$ cat config.mk
export PLATFORM = sky130hd
export DESIGN_NAME = div_arbiter_flat
export DESIGN_NICKNAME = d
export VERILOG_FILES = /design/src/rtl/div_arbiter_if.sv /design/src/rtl/div_arbiter.sv /design/src/flat_wrapper.sv
export SDC_FILE = /design/constraint.sdc
export NUM_CORES = 1
export LEC_CHECK = 0
export CORE_MARGIN = 2
export CORE_UTILIZATION = 45
export DETAILED_ROUTE_END_ITERATION = 8
export DONT_BUFFER_PORTS = 1
export SYNTH_ARGS = -nofsm -noshare
export SYNTH_HDL_FRONTEND = slang
export SYNTH_SLANG_ARGS = --single-unit
$ cat constraint.sdc
create_clock -name clk -period 4.33 [get_ports clk]
set_clock_uncertainty 0.2 [all_clocks]
set_input_delay 0.6495 -clock clk [delete_from_list [all_inputs] [get_ports clk]]
set_output_delay 0.6495 -clock clk [all_outputs]
set_load 0.05 [all_outputs]
$ cat src/rtl/div_arbiter_if.sv
// Requester and divider signal bundle for the shared divider arbiter.
// The slave modport is the arbiter's view; master is the environment side.
interface div_arbiter_if #(
    parameter int NREQ           = 3,
    parameter int WIDTH_DIVIDEND = 26,
    parameter int WIDTH_RES      = 16
);
    logic [NREQ-1:0]                req;
    logic [NREQ*WIDTH_DIVIDEND-1:0] req_dividend;
    logic [NREQ*WIDTH_DIVIDEND-1:0] req_divisor;
    logic [NREQ-1:0]                gnt;
    logic [NREQ-1:0]                done;
    logic [WIDTH_RES-1:0]           result;
    logic                           err;
    logic                           div_start;
    logic [WIDTH_DIVIDEND-1:0]      div_dividend;
    logic [WIDTH_DIVIDEND-1:0]      div_divisor;
    logic                           div_busy;
    logic                           div_ready;
    logic [WIDTH_RES-1:0]           div_result;

    modport slave (
        input  req, req_dividend, req_divisor, div_busy, div_ready, div_result,
        output gnt, done, result, err, div_start, div_dividend, div_divisor
    );

    modport master (
        output req, req_dividend, req_divisor, div_busy, div_ready, div_result,
        input  gnt, done, result, err, div_start, div_dividend, div_divisor
    );
endinterface

$ cat src/rtl/div_arbiter.sv
// Round-robin arbiter sharing one sequential divider between several requesters,
// with divide-by-zero short-circuit and a stalled-divider timeout.
module div_arbiter #(
    parameter int NREQ           = 3,
    parameter int WIDTH_DIVIDEND = 26,
    parameter int WIDTH_RES      = 16,
    parameter int TIMEOUT        = 1023
) (
    input  logic         clk,
    input  logic         rst,
    div_arbiter_if.slave bus
);
    localparam int PTR_W  = $clog2(NREQ);
    localparam int TCNT_W = $clog2(TIMEOUT + 2);

    typedef enum logic [2:0] {IDLE, ISSUE, WAIT_BUSY, WAIT_READY, DELIVER} state_t;

    state_t                    state_q, state_d;
    logic [PTR_W-1:0]          ptr_q, ptr_d;
    logic [PTR_W-1:0]          owner_q, owner_d;
    logic [TCNT_W-1:0]         tcnt_q, tcnt_d;
    logic [NREQ-1:0]           gnt_q, gnt_d;
    logic [NREQ-1:0]           done_q, done_d;
    logic [WIDTH_RES-1:0]      result_q, result_d;
    logic                      err_q, err_d;
    logic                      start_q, start_d;
    logic [WIDTH_DIVIDEND-1:0] dividend_q, dividend_d;
    logic [WIDTH_DIVIDEND-1:0] divisor_q, divisor_d;

    logic [WIDTH_DIVIDEND-1:0] op_dividend [NREQ];
    logic [WIDTH_DIVIDEND-1:0] op_divisor  [NREQ];
    logic                      win_found;
    logic [PTR_W-1:0]          win_idx;
    logic [PTR_W-1:0]          cand;
    logic                      timed_out;

    always_comb begin
        for (int i = 0; i < NREQ; i++) begin
            op_dividend[i] = bus.req_dividend[i*WIDTH_DIVIDEND +: WIDTH_DIVIDEND];
            op_divisor[i]  = bus.req_divisor[i*WIDTH_DIVIDEND +: WIDTH_DIVIDEND];
        end
    end

    // Scan starts just after the last served requester, so service rotates.
    always_comb begin
        win_found = 1'b0;
        win_idx   = '0;
        cand      = '0;
        for (int k = 1; k <= NREQ; k++) begin
            cand = PTR_W'((int'(ptr_q) + k) % NREQ);
            if (!win_found && bus.req[cand]) begin
                win_found = 1'b1;
                win_idx   = cand;
            end
        end
    end

    assign timed_out = (tcnt_q >= TCNT_W'(TIMEOUT));

    always_comb begin
        state_d    = state_q;
        ptr_d      = ptr_q;
        owner_d    = owner_q;
        tcnt_d     = tcnt_q;
        gnt_d      = gnt_q;
        done_d     = '0;
        result_d   = result_q;
        err_d      = err_q;
        start_d    = 1'b0;
        dividend_d = dividend_q;
        divisor_d  = divisor_q;
        case (state_q)
            IDLE: begin
                if (win_found) begin
                    owner_d    = win_idx;
                    gnt_d      = NREQ'(1) << win_idx;
                    dividend_d = op_dividend[win_idx];
                    divisor_d  = op_divisor[win_idx];
                    tcnt_d     = '0;
                    if (op_divisor[win_idx] == '0) begin
                        result_d = '1;
                        err_d    = 1'b1;
                        done_d   = gnt_d;
                        state_d  = DELIVER;
                    end else begin
                        // Strobe is registered, so it is decided one cycle ahead.
                        start_d = !bus.div_busy;
                        state_d = ISSUE;
                    end
                end
            end
            ISSUE: begin
                tcnt_d = tcnt_q + 1'b1;
                if (timed_out) begin
                    result_d = '1;
                    err_d    = 1'b1;
                    done_d   = gnt_q;
                    state_d  = DELIVER;
                end else if (start_q) begin
                    state_d = WAIT_BUSY;
                end else begin
                    start_d = !bus.div_busy;
                end
            end
            WAIT_BUSY: begin
                tcnt_d = tcnt_q + 1'b1;
                if (timed_out) begin
                    result_d = '1;
                    err_d    = 1'b1;
                    done_d   = gnt_q;
                    state_d  = DELIVER;
                end else if (bus.div_busy) begin
                    state_d = WAIT_READY;
                end
            end
            WAIT_READY: begin
                tcnt_d = tcnt_q + 1'b1;
                if (bus.div_ready) begin
                    result_d = bus.div_result;
                    err_d    = 1'b0;
                    done_d   = gnt_q;
                    state_d  = DELIVER;
                end else if (timed_out) begin
                    result_d = '1;
                    err_d    = 1'b1;
                    done_d   = gnt_q;
                    state_d  = DELIVER;
                end
            end
            DELIVER: begin
                ptr_d   = owner_q;
                gnt_d   = '0;
                state_d = IDLE;
            end
            default: state_d = IDLE;
        endcase
    end

    always_ff @(posedge clk or posedge rst) begin
        if (rst) begin
            state_q    <= IDLE;
            ptr_q      <= PTR_W'(NREQ - 1);
            owner_q    <= '0;
            tcnt_q     <= '0;
            gnt_q      <= '0;
            done_q     <= '0;
            result_q   <= '0;
            err_q      <= 1'b0;
            start_q    <= 1'b0;
            dividend_q <= '0;
            divisor_q  <= '0;
        end else begin
            state_q    <= state_d;
            ptr_q      <= ptr_d;
            owner_q    <= owner_d;
            tcnt_q     <= tcnt_d;
            gnt_q      <= gnt_d;
            done_q     <= done_d;
            result_q   <= result_d;
            err_q      <= err_d;
            start_q    <= start_d;
            dividend_q <= dividend_d;
            divisor_q  <= divisor_d;
        end
    end

    assign bus.gnt          = gnt_q;
    assign bus.done         = done_q;
    assign bus.result       = result_q;
    assign bus.err          = err_q;
    assign bus.div_start    = start_q;
    assign bus.div_dividend = dividend_q;
    assign bus.div_divisor  = divisor_q;
endmodule

$ cat src/flat_wrapper.sv
// flat-port wrapper written by rule: the top's interface ports become plain ports
module div_arbiter_flat 
#(
    parameter int NREQ           = 3,
    parameter int WIDTH_DIVIDEND = 26,
    parameter int WIDTH_RES      = 16,
    parameter int TIMEOUT        = 1023
)
  (clk, rst, bus_req, bus_req_dividend, bus_req_divisor, bus_div_busy, bus_div_ready, bus_div_result, bus_gnt, bus_done, bus_result, bus_err, bus_div_start, bus_div_dividend, bus_div_divisor);
  div_arbiter_if #(.NREQ(NREQ), .WIDTH_DIVIDEND(WIDTH_DIVIDEND), .WIDTH_RES(WIDTH_RES)) bus_i ();
  input  logic clk;
  input  logic rst;
  input wire logic [$bits(bus_i.req)-1:0] bus_req;
  input wire logic [$bits(bus_i.req_dividend)-1:0] bus_req_dividend;
  input wire logic [$bits(bus_i.req_divisor)-1:0] bus_req_divisor;
  input wire logic [$bits(bus_i.div_busy)-1:0] bus_div_busy;
  input wire logic [$bits(bus_i.div_ready)-1:0] bus_div_ready;
  input wire logic [$bits(bus_i.div_result)-1:0] bus_div_result;
  output wire logic [$bits(bus_i.gnt)-1:0] bus_gnt;
  output wire logic [$bits(bus_i.done)-1:0] bus_done;
  output wire logic [$bits(bus_i.result)-1:0] bus_result;
  output wire logic [$bits(bus_i.err)-1:0] bus_err;
  output wire logic [$bits(bus_i.div_start)-1:0] bus_div_start;
  output wire logic [$bits(bus_i.div_dividend)-1:0] bus_div_dividend;
  output wire logic [$bits(bus_i.div_divisor)-1:0] bus_div_divisor;
  assign bus_i.req = bus_req;
  assign bus_i.req_dividend = bus_req_dividend;
  assign bus_i.req_divisor = bus_req_divisor;
  assign bus_i.div_busy = bus_div_busy;
  assign bus_i.div_ready = bus_div_ready;
  assign bus_i.div_result = bus_div_result;
  assign bus_gnt = bus_i.gnt;
  assign bus_done = bus_i.done;
  assign bus_result = bus_i.result;
  assign bus_err = bus_i.err;
  assign bus_div_start = bus_i.div_start;
  assign bus_div_dividend = bus_i.div_dividend;
  assign bus_div_divisor = bus_i.div_divisor;
  div_arbiter #(.NREQ(NREQ), .WIDTH_DIVIDEND(WIDTH_DIVIDEND), .WIDTH_RES(WIDTH_RES), .TIMEOUT(TIMEOUT)) u_core (.clk(clk), .rst(rst), .bus(bus_i));
endmodule
==> reports/qor_table.md <==
| Result | Reported | Unit |
|---|---|---|
| Most common cell in the synthesized netlist | sky130_fd_sc_hd__nand2_1 | - |
| Crit Path Category | reg -> reg | - |
| Setup Buffers After CTS | 0 | - |
| Number of global-route vias before repair | 4652 | - |
| Synth cell count leaders | 171 x sky130_fd_sc_hd__nand2_1, 111 x sky130_fd_sc_hd__a21oi_1, 93 x sky130_fd_sc_hd__dfrtp_1 | - |
| Effective utilization at floorplan | 45.72 | % |
| Dominant cell type by area after synthesis | sky130_fd_sc_hd__dfrtp_1 | - |
| Maximum fanout encountered on the critical timing path | 54 | - |
| Worst hold path class | in -> async | - |
| Detail Placement HPWL | 10970 | µm |
| Top-Level Pins | 255 | - |
| Proportion of register bits with asynchronous set or reset after synthesis | 100.0 | % |
| Portion of the clock cycle consumed by the worst path in the final layout | 90.09 | % |
| DRC violation count after routing | 0 | - |
| Data arrival time at the worst-slack endpoint | 3860 | ps |
| Number of flops mapped to enable cells by yosys | 0 | - |
| Die height | 114.0 | µm |
| Outcome | finished, final reports clean | - |
| TritonCTS clock tree | yes | - |
| Post-route cell area | 0.005806 | mm² |
| Final-report hold violation count | 0 | - |
| Cell count after synthesis | 684 | - |
| Netlist cell types | 56 | - |
| # port buffers | 0 | - |
| RSZ-0062 raised after global routing | false | - |
| Buffers and inverters on the worst path | 0 | - |
| Initial DRC count | 229 | - |
| Kind of cell adding the most delay to the critical path | simple AND/OR/NAND/NOR gates | - |
| Die Outline Area | 0.01300 | mm² |
| Diodes inserted | 0 | - |
| Top cells by area, synth | sky130_fd_sc_hd__dfrtp_1 43%, sky130_fd_sc_hd__nand2_1 12%, sky130_fd_sc_hd__a21oi_1 10%, sky130_fd_sc_hd__o21ai_0 4.1%, sky130_fd_sc_hd__mux2_2 3.3% | - |
| Fraction of final layout cells with drive strength greater than 1 | 9.091 | % |
| Wire length of the first global-routing pass | 23630 | µm |
| Clock latency on the worst-skew pair | 350 | ps |
| Post-layout minimum cycle time | 3901 | ps |
| Cell row count | 40 | - |
| R2r endpoint | u_core.bus.result[14]$_DFFE_PP0P_ | - |
| Area of the mapped netlist | 0.005446 | mm² |
| Post-synth top area share | 42.73 | % |
| Max-slew violation count | 0 | - |
| Worst path max stage delay | 810 | ps |
| Clock slew at the register clock pins of the worst setup and hold paths | 60 | ps |
| Worst path required time | 4290 | ps |
| Worst R2R Path Depth | 10 | - |
| Antenna violations before repair | 0 | - |
| Core Region | 0.01191 | mm² |
| Number of max-capacitance violations reported | 0 | - |
| Total number of vias | 4793 | - |
| DRT Wirelength | 14990 | µm |
| Crit. End Element | register | - |
| Cell Area, Placed | 0.005502 | mm² |
| Transition at the pin with the smallest max-transition slack | 1064 | ps |
| Maximum clock path buffer count | 2 | - |
| Weighted congestion at the end of routability-driven global placement | 0.8983 | - |
| Setup Total Neg Slack | 0 | ps |
| Final setup violation count | 0 | - |
| Fillers | 1143 | - |
| Remaining number of nets flagged by the antenna check after routing | 0 | - |
| Most frequent CP cell | sky130_fd_sc_hd__a21oi_1 | - |
| Total congestion overflow after global routing | 0 | - |
| Count of clock tree sinks | 94 | - |
| Maximum clock frequency | 256.3 | MHz |
| Avg Synthesized Cell Area | 7.963 | µm² |
| Die X-Extent | 114.0 | µm |
| Nets@finish | 839 | - |
| Largest net degree at the start of global routing | 64 | - |
| Mean number of vias per cell | 5.939 | - |
| Slowest cell on the critical path | sky130_fd_sc_hd__and3_2 | - |
| Max H-tree Level | 3 | - |
| Total number of yosys warnings | 0 | - |
| All-Layer GR Usage | 23.04 | % |
| Startpoint kind of the worst setup timing path | register | - |
| Total CTS buffers | 9 | - |
| Flop2flop setup slack | 430 | ps |
| Area growth, synth to finish | 6.593 | % |
| Synthesized Nets | 868 | - |
| Average wire per standard cell | 18.57 | µm |
| Cells traversed along the worst timing path | ha_1 -> nor3b_1 -> o32a_1 -> and3_2 -> a21oi_1 -> a21oi_1 -> nor4_2 -> and2_2 -> a41oi_4 -> a221oi_1 | - |
| TritonRoute pass-1 iters | 5 | - |
| Yosys reg bits | 94 | - |
| Main flop type after synthesis | sky130_fd_sc_hd__dfrtp_1 | - |
| Fraction of the yosys area taken by sequential cells | 43.21 | % |
| CTS Root Buffer Type | sky130_fd_sc_hd__clkbuf_16 | - |
| Worst R2R Start | u_core.ptr_q[1]$_DFFE_PP1P_ | - |
| Relative slew slack | 28.59 | % |
## state kept, by name (all words and copies together) (netlist names)
name and cells:
u_core.owner_q 2, u_core.bus.err 1, u_core.state_q 3, u_core.bus.div_start 1, u_core.bus.div_dividend 26, u_core.bus.result 16, u_core.bus.div_divisor 26, u_core.tcnt_q 11
u_core.ptr_q 2, u_core.bus.done 3, u_core.bus.gnt 3
## cell usage in the layout, fill, tap and decap left out, drive strengths merged, types with 3 or more instances in the layout
cell / Yosys / layout
mux2: 16 / 16
nand3: 11 / 11
buf: 19 / 10
a221oi: 8 / 8
a21oi: 114 / 114
dfrtp: 93 / 93
xor2: 3 / 3
o2bb2ai: 8 / 8
clkbuf: 31 / 13
a21boi: 4 / 4
nand2: 171 / 171
inv: 16 / 16
mux2i: 5 / 5
a31oi: 4 / 4
ha: 5 / 5
o21ai: 47 / 47
nor2: 47 / 47
nor4: 9 / 9
nand2b: 12 / 12
nor3: 17 / 17
nor2b: 9 / 9
and3: 4 / 4
a21o: 3 / 3
## worst register-to-register path, cell delays in order (launching register included)
cell,delay (ps)
sky130_fd_sc_hd__dfstp_2,550
sky130_fd_sc_hd__ha_1,300
sky130_fd_sc_hd__nor3b_1,250
sky130_fd_sc_hd__o32a_1,180
sky130_fd_sc_hd__and3_2,810
sky130_fd_sc_hd__a21oi_1,120
sky130_fd_sc_hd__a21oi_1,280
sky130_fd_sc_hd__nor4_2,70
sky130_fd_sc_hd__and2_2,210
sky130_fd_sc_hd__a41oi_4,540
sky130_fd_sc_hd__a221oi_1,210
## per-layer routing
| metal | share of wire, % | GRT usage, % |
|---|---|---|
| met5 | 0 | 0 |
| met4 | 3.1 | 11.14 |
| met3 | 8.0 | 6.270 |
| met2 | 49 | 38.06 |
| met1 | 40 | 27.89 |
## worst max-delay path by stage
stage	start	to	slack, ps	cells past startpoint
after floorplan	u_core.ptr_q[1]$_DFFE_PP1P_	u_core.bus.result[2]$_DFFE_PP0P_	1000	13
after global placement	u_core.ptr_q[1]$_DFFE_PP1P_	u_core.bus.result[14]$_DFFE_PP0P_	510	11
after detailed placement	u_core.ptr_q[1]$_DFFE_PP1P_	u_core.bus.result[14]$_DFFE_PP0P_	300	10
after CTS	u_core.ptr_q[1]$_DFFE_PP1P_	u_core.bus.result[14]$_DFFE_PP0P_	270	10
after global routing	u_core.ptr_q[1]$_DFFE_PP1P_	u_core.bus.result[14]$_DFFE_PP0P_	50	10
final	u_core.ptr_q[1]$_DFFE_PP1P_	u_core.bus.result[14]$_DFFE_PP0P_	430	10
## metrics by stage
step | hold WS, ps | setup slack, ps | instances | util [%]
global route | 198.8 | 54.85 | 807 | 48.74
finish | 120.6 | 429.0 | 807 | 48.74
floorplan | 246.0 | 1004 | 684 | -
CTS | 154.8 | 269.7 | 807 | 48.66
global placement | 271.1 | 514.6 | 791 | 46.19
detailed placement | 271.7 | 302.4 | 791 | 46.19
## cell type report
class | count | area (µm²) | share of cell area, %
Clock buffer | 13 | 250.2 | 4.310
Tap cell | 147 | 183.9 | 3.168
Inverter | 16 | 62.56 | 1.078
Timing Repair Buffer | 10 | 75.07 | 1.293
Multi-Input combinational cell | 524 | 2836 | 48.86
Sequential cell | 94 | 2354 | 40.54
Clock inverter | 3 | 43.79 | 0.7543
## repair_timing
action	CTS	global route
endpoints found under the setup margin	0	3
resized for setup	0	1
hold buffers	0	0
## cell families (layout without fill, tap and decap cells)
kind of cell             after synthesis  after routing  share of synthesized area, %
AND/OR/NAND/NOR                      290            290                         23.32
buffers and inverters                 66             42                         5.284
XOR/XNOR                               3              3                        0.4825
flip-flops                            94             94                         43.21
AO/OA/AOI/OAI                        205            205                         22.33
adder cells (fa/ha/maj)                5              5                         1.149
multiplexers                          21             21                         4.227
Power is not shown: default switching activity piles up to over one toggle a cycle in this logic, so the estimate is an artifact.
